[config.mk]
export PLATFORM = sky130hd
export DESIGN_NAME = controller_link_tx
export DESIGN_NICKNAME = d
export VERILOG_FILES = /design/src/rtl/controller_link_tx.sv
export SDC_FILE = /design/constraint.sdc
export NUM_CORES = 1
export LEC_CHECK = 0
export CORE_UTILIZATION = 60
export DETAILED_ROUTE_END_ITERATION = 10
export GPL_ROUTABILITY_DRIVEN = 0
export PLACE_DENSITY = 0.84
export SETUP_SLACK_MARGIN = 0.02
export SLEW_MARGIN = 20
export SYNTH_ARGS = -nofsm -noshare
export SYNTH_HDL_FRONTEND = slang
export SYNTH_SLANG_ARGS = --single-unit
[constraint.sdc]
create_clock -name clk_in -period 5.2 [get_ports clk_in]
set_clock_uncertainty 0.2 [all_clocks]
set_input_delay 1.3 -clock clk_in [delete_from_list [all_inputs] [get_ports clk_in]]
set_output_delay 1.3 -clock clk_in [all_outputs]
set_load 0.01 [all_outputs]
[src/rtl/controller_link_tx.sv]
// ---------------------------------------------------------------------------
// controller_link_tx
//
// Controller-side serializer for the 2-wire controller link (chip_clk /
// chip_data). On an accepted send request it snapshots the button bitmap and
// the joystick X/Y bytes. It then shifts out a framed packet MSB first:
//     {HEADER, buttons, joystick_x, joystick_y [, checksum]}
// The link is source-clocked. The receiver samples chip_data on the rising
// edge of chip_clk, and chip_data only ever changes while chip_clk is low.
//
// Build option:
//   CTRL_TX_CHECKSUM_EN  when defined, a fifth byte is appended. It is the
//                        8-bit sum (buttons + jx + jy), with carries dropped.
//                        When undefined, the frame is 4 bytes long.
//
// Parameters:
//   CLK_DIV     clk_in cycles per half bit period (>=2)
//   GAP_CYCLES  idle cycles after the done pulse, before busy_out drops
//   HEADER      sync byte sent first in every frame
//
// Ports:
//   clk_in         system clock
//   rst_in         asynchronous active-high reset
//   send_in        frame request, sampled only while busy_out=0
//   buttons_in     button bitmap      (snapshotted on accept)
//   joystick_x_in  joystick X         (snapshotted on accept)
//   joystick_y_in  joystick Y         (snapshotted on accept)
//   chip_clk_out   link clock
//   chip_data_out  link data
//   busy_out       high from the cycle after accept until the end of the gap
//   done_out       one-cycle pulse after the last bit's high half completes
// ---------------------------------------------------------------------------
module controller_link_tx #(
    parameter int          CLK_DIV    = 4,
    parameter int          GAP_CYCLES = 64,
    parameter logic [7:0]  HEADER     = 8'hA5
) (
    input  logic       clk_in,
    input  logic       rst_in,
    input  logic       send_in,
    input  logic [7:0] buttons_in,
    input  logic [7:0] joystick_x_in,
    input  logic [7:0] joystick_y_in,
    output logic       chip_clk_out,
    output logic       chip_data_out,
    output logic       busy_out,
    output logic       done_out
);

`ifdef CTRL_TX_CHECKSUM_EN
    localparam int NBYTES = 5;
`else
    localparam int NBYTES = 4;
`endif
    localparam int NB     = 8 * NBYTES;
    localparam int DIV_W  = $clog2(CLK_DIV);
    localparam int GAP_W  = $clog2(GAP_CYCLES + 1);

    localparam logic [DIV_W-1:0] DIV_LAST = DIV_W'(CLK_DIV - 1);
    localparam logic [GAP_W-1:0] GAP_LAST = GAP_W'(GAP_CYCLES);
    localparam logic [5:0]       BIT_TOP  = 6'(NB - 1);

    typedef enum logic [1:0] {
        S_IDLE = 2'd0,
        S_LOW  = 2'd1,
        S_HIGH = 2'd2,
        S_GAP  = 2'd3
    } state_t;

    state_t            state_q, state_d;
    logic [NB-1:0]     shift_q, shift_d;
    logic [5:0]        bit_cnt_q, bit_cnt_d;
    logic [DIV_W-1:0]  div_q, div_d;
    logic [GAP_W-1:0]  gap_q, gap_d;
    logic              chip_clk_q, chip_clk_d;
    logic              chip_data_q, chip_data_d;
    logic              busy_q, busy_d;
    logic              done_q, done_d;

    // Frame assembled from the live inputs. It is only captured on the accept
    // cycle, so input changes during a frame never reach the wire.
    logic [NB-1:0]     frame_w;

`ifdef CTRL_TX_CHECKSUM_EN
    logic [7:0]        chk_w;
    assign chk_w   = buttons_in + joystick_x_in + joystick_y_in;
    assign frame_w = {HEADER, buttons_in, joystick_x_in, joystick_y_in, chk_w};
`else
    assign frame_w = {HEADER, buttons_in, joystick_x_in, joystick_y_in};
`endif

    // The divider wraps on its last count in both half-phases, so every
    // half period is exactly CLK_DIV cycles. There is no drift across bits.
    logic div_wrap_w;
    assign div_wrap_w = (div_q == DIV_LAST);

    // ------------------------------------------------------------------
    // State and datapath registers
    // ------------------------------------------------------------------
    always_ff @(posedge clk_in or posedge rst_in) begin
        if (rst_in) begin
            state_q     <= S_IDLE;
            shift_q     <= '0;
            bit_cnt_q   <= '0;
            div_q       <= '0;
            gap_q       <= '0;
            chip_clk_q  <= 1'b0;
            chip_data_q <= 1'b0;
            busy_q      <= 1'b0;
            done_q      <= 1'b0;
        end else begin
            state_q     <= state_d;
            shift_q     <= shift_d;
            bit_cnt_q   <= bit_cnt_d;
            div_q       <= div_d;
            gap_q       <= gap_d;
            chip_clk_q  <= chip_clk_d;
            chip_data_q <= chip_data_d;
            busy_q      <= busy_d;
            done_q      <= done_d;
        end
    end

    // ------------------------------------------------------------------
    // Next-state logic
    // ------------------------------------------------------------------
    always_comb begin
        state_d = state_q;
        unique case (state_q)
            S_IDLE: if (send_in)    state_d = S_LOW;
            S_LOW:  if (div_wrap_w) state_d = S_HIGH;
            S_HIGH: if (div_wrap_w) state_d = (bit_cnt_q == 6'd0) ? S_GAP : S_LOW;
            S_GAP:  if (gap_q == GAP_LAST) state_d = S_IDLE;
            default: state_d = S_IDLE;
        endcase
    end

    // ------------------------------------------------------------------
    // Output / datapath next values.
    // Outputs are registered: each value is computed here and appears on
    // the wire the cycle after the deciding edge.
    // ------------------------------------------------------------------
    always_comb begin
        shift_d     = shift_q;
        bit_cnt_d   = bit_cnt_q;
        div_d       = div_q;
        gap_d       = gap_q;
        chip_clk_d  = chip_clk_q;
        chip_data_d = chip_data_q;
        busy_d      = busy_q;
        done_d      = 1'b0;

        unique case (state_q)
            S_IDLE: begin
                chip_clk_d  = 1'b0;
                chip_data_d = 1'b0;
                busy_d      = 1'b0;
                if (send_in) begin
                    shift_d     = frame_w;
                    bit_cnt_d   = BIT_TOP;
                    div_d       = '0;
                    gap_d       = '0;
                    chip_data_d = frame_w[NB-1];
                    busy_d      = 1'b1;
                end
            end

            S_LOW: begin
                div_d = div_wrap_w ? '0 : div_q + 1'b1;
                if (div_wrap_w) begin
                    chip_clk_d = 1'b1;
                end
            end

            S_HIGH: begin
                div_d = div_wrap_w ? '0 : div_q + 1'b1;
                if (div_wrap_w) begin
                    // The clock falls on the same edge that the data moves.
                    // The receiver therefore never sees data change while
                    // chip_clk is high.
                    chip_clk_d = 1'b0;
                    if (bit_cnt_q != 6'd0) begin
                        shift_d     = shift_q << 1;
                        chip_data_d = shift_q[NB-2];
                        bit_cnt_d   = bit_cnt_q - 6'd1;
                    end else begin
                        chip_data_d = 1'b0;
                        done_d      = 1'b1;
                        gap_d       = '0;
                    end
                end
            end

            S_GAP: begin
                // The done-pulse cycle is followed by GAP_CYCLES idle
                // cycles. Only after those does busy drop.
                if (gap_q == GAP_LAST) begin
                    busy_d = 1'b0;
                    gap_d  = '0;
                end else begin
                    gap_d  = gap_q + 1'b1;
                end
            end

            default: begin
                chip_clk_d  = 1'b0;
                chip_data_d = 1'b0;
                busy_d      = 1'b0;
            end
        endcase
    end

    assign chip_clk_out  = chip_clk_q;
    assign chip_data_out = chip_data_q;
    assign busy_out      = busy_q;
    assign done_out      = done_q;

endmodule

==> impl_metrics.tcl <==
set metrics [dict create \
    outcome "finished clean" \
    grt_pass1_vias 1964 \
    drive_above_1_share_pct 7.67 \
    clk_latency_ns 0.30 \
    critPathArrivalTime_ns 3.32 \
    final_common_cell "dfrtp_1" \
    setup-tns-final_ns 0 \
    wire_per_inst_um 14.9 \
    die-area_sq_mm 0.00487 \
    yosys_most_used_dff "dfrtp_1" \
    relSlewSlack_pct 42.8 \
    path_cells "clkdlybuf4s50_1 -> nor2b_1 -> nor3_4 -> buf_4 -> a31oi_1 -> a41oi_1" \
    htree_levels 2 \
    startpoint_type "primary input" \
    drtIter0Drc 125 \
    routed_wl_mm 5.06 \
    post-route-period-util_pct 63.5 \
    drc 0 \
    r2r_slack_ns 2.27 \
    fin_nets 323 \
    layout_min_cycle_time_ns 3.30 \
    cpPeakStageDelay_ns 0.56 \
    final_cells 339 \
    most-common-layout-cells "dfrtp_1 (52), a31oi_1 (31), clkdlybuf4s50_1 (30), a21oi_1 (27), mux2i_1 (25)" \
    clock_path_buffers 2 \
    cp.required_ns 5.21 \
    r2r.worst_path.cells 8 \
    io_buffers 30 \
    yosysSeqAreaShare_pct 47.2 \
    maxCapViolations 0 \
    crit_path_start "send_in" \
    dr.pass1.iters 5 \
    hold_viol 0 \
    grt_overflow 0 \
    vias_per_cell 6.13 \
    path_max_fanout 35 \
    ys_types 41 \
    async_flop_share_pct 100 \
    core-area_sq_mm 0.00438 \
    pin_count 31 \
    dp_hpwl_mm 3.54 \
    crit_end "bit_cnt_q[2]" \
    syn_inst 264 \
    rows 24 \
    vias 2077 \
    dpl.cell_count 331 \
    cp.depth 6 \
    holdBufCountCts 0 \
    worst_pin_slew_ns 0.857 \
    p_leak_nw 1.28 \
    fmax_mhz 303 \
    min_path_type "flop to flop" \
    synth_area_sq_mm 0.00276 \
    ys_ff_latch 52 \
    start_util_pct 62.9 \
    syn2layout_area_growth_pct 12.8 \
    ir_drop_v 0.000347 \
    cts_setup_buffers 0 \
    finalPower_mw 1.78 \
    regToRegStartpoint "state_q[0]" \
    ant_nets 0 \
    cts.sinks 52 \
    yosysWarnings 0 \
    numCtsBuffers 5 \
    synth-edff-count 0 \
    powerDensity_mw_per_mm2 573 \
    cp-end-kind "flop" \
    fillers 346 \
    syn_nets 301 \
    finalMaxSlewViolations 0 \
    cp.buffers_inverters 2 \
    grt_antenna_before_repair 0 \
    crit_family "buffers and inverters" \
    setup_viol 0 \
    grt_pass1_wl_mm 8.67 \
    cts_tree "done" \
    grt_start_max_net_pins 53 \
    path_clk_slew_ns 0.09 \
    avgSynthCellArea_sq_um 10.4 \
    cpMaxStageDelayCell "nor3_4" \
    ctsResizeCount 0 \
    grtUsageTotal_pct 22.1 \
    worstSetupPathType "primary input to flop" \
    dieWidth_um 69.8 \
    antenna_cells 0 \
    die_h_um 69.8 \
    worstReg2RegEnd "bit_cnt_q[1]" \
    rsz0062_at_grt "false" \
    clockRootBuffer "clkbuf_8" \
]
==> area by class of cell <==
class	count	area, sq um	share of cell area, %
flip-flops and latches	52	1300	41.8
multi-input cells	180	1270	40.9
repair buffers	34	330	10.6
clock buffers	6	82.6	2.65
well taps	52	65.1	2.09
inverters	13	50.0	1.61
clock inverters	2	10.0	0.322
==> cell usage after synthesis (all sizes together), types with 4 or more instances <==
cell type,instances,area share [%]
nor2,11,1.5
nand3,6,1.1
a31oi,31,7.0
inv,13,1.8
o2bb2ai,6,1.9
buf,11,3.8
a21oi,27,4.9
nand2,9,1.3
mux2i,25,9.1
a22o,4,1.3
ha,10,4.5
nand2b,7,1.6
dfrtp,52,47
nor3,4,1.3
o211ai,5,1.4
o21ai,7,1.3
clkbuf,8,1.1
==> flip-flops by register name (all words and copies together) (netlist names) <==
register,cells
shift_q,31
div_q,2
bit_cnt_q,6
done_out,1
chip_clk_out,1
busy_out,1
chip_data_out,1
gap_q,7
state_q,2
==> cells by family (layout without fill, tap and decap cells) <==
logic type	after synthesis	count (layout)	share of synthesized area, %
flops	52	52	47.2
simple gates	52	52	10.6
fa+ha+maj	10	10	4.54
buf+inv	32	55	6.67
mux	25	25	9.07
compound gates	93	93	21.9
==> through the flow <==
stage	hold WS (ns)	utilization [%]	setup WS (ns)	area [sq um]
2_1_floorplan	0.266	-	2.44	2760
3_3_place_gp	0.272	68.8	1.74	3020
3_5_place_dp	0.282	68.8	1.64	3020
4_1_cts	0.302	70.9	1.92	3110
5_1_grt	0.324	71.0	1.75	3110
6_report	0.298	71.0	1.90	3110
==> power breakdown <==
part	internal [mW]	switching [mW]	total (mW)
Sequential	0.573	0.105	0.678
Combinational	0.374	0.500	0.874
Clock	0.106	0.124	0.230
Total	1.05	0.728	1.78
==> worst min path at each step <==
stage | from | end | slack [ns] | cells after the start
2_1_floorplan | shift_q[24] | shift_q[25] | 0.27 | 1
3_3_place_gp | shift_q[27] | shift_q[28] | 0.27 | 1
3_5_place_dp | shift_q[27] | shift_q[28] | 0.28 | 1
4_1_cts | shift_q[27] | shift_q[28] | 0.30 | 1
5_1_grt | shift_q[29] | shift_q[30] | 0.32 | 1
6_report | shift_q[27] | shift_q[28] | 0.30 | 1
==> metal layers <==
layer | wire length, um | GRT usage (%) | share of wire (%) | vias to the layer above
li1 | - | - | - | 1022
met1 | 2340 | 28.3 | 46 | 1010
met2 | 2500 | 38.1 | 49 | 40
met3 | 174 | 4.94 | 3.4 | 5
met4 | 48 | 5.33 | 0.95 | 0
met5 | 0 | 0 | 0 | -
(Power assumes the default switching activity.)
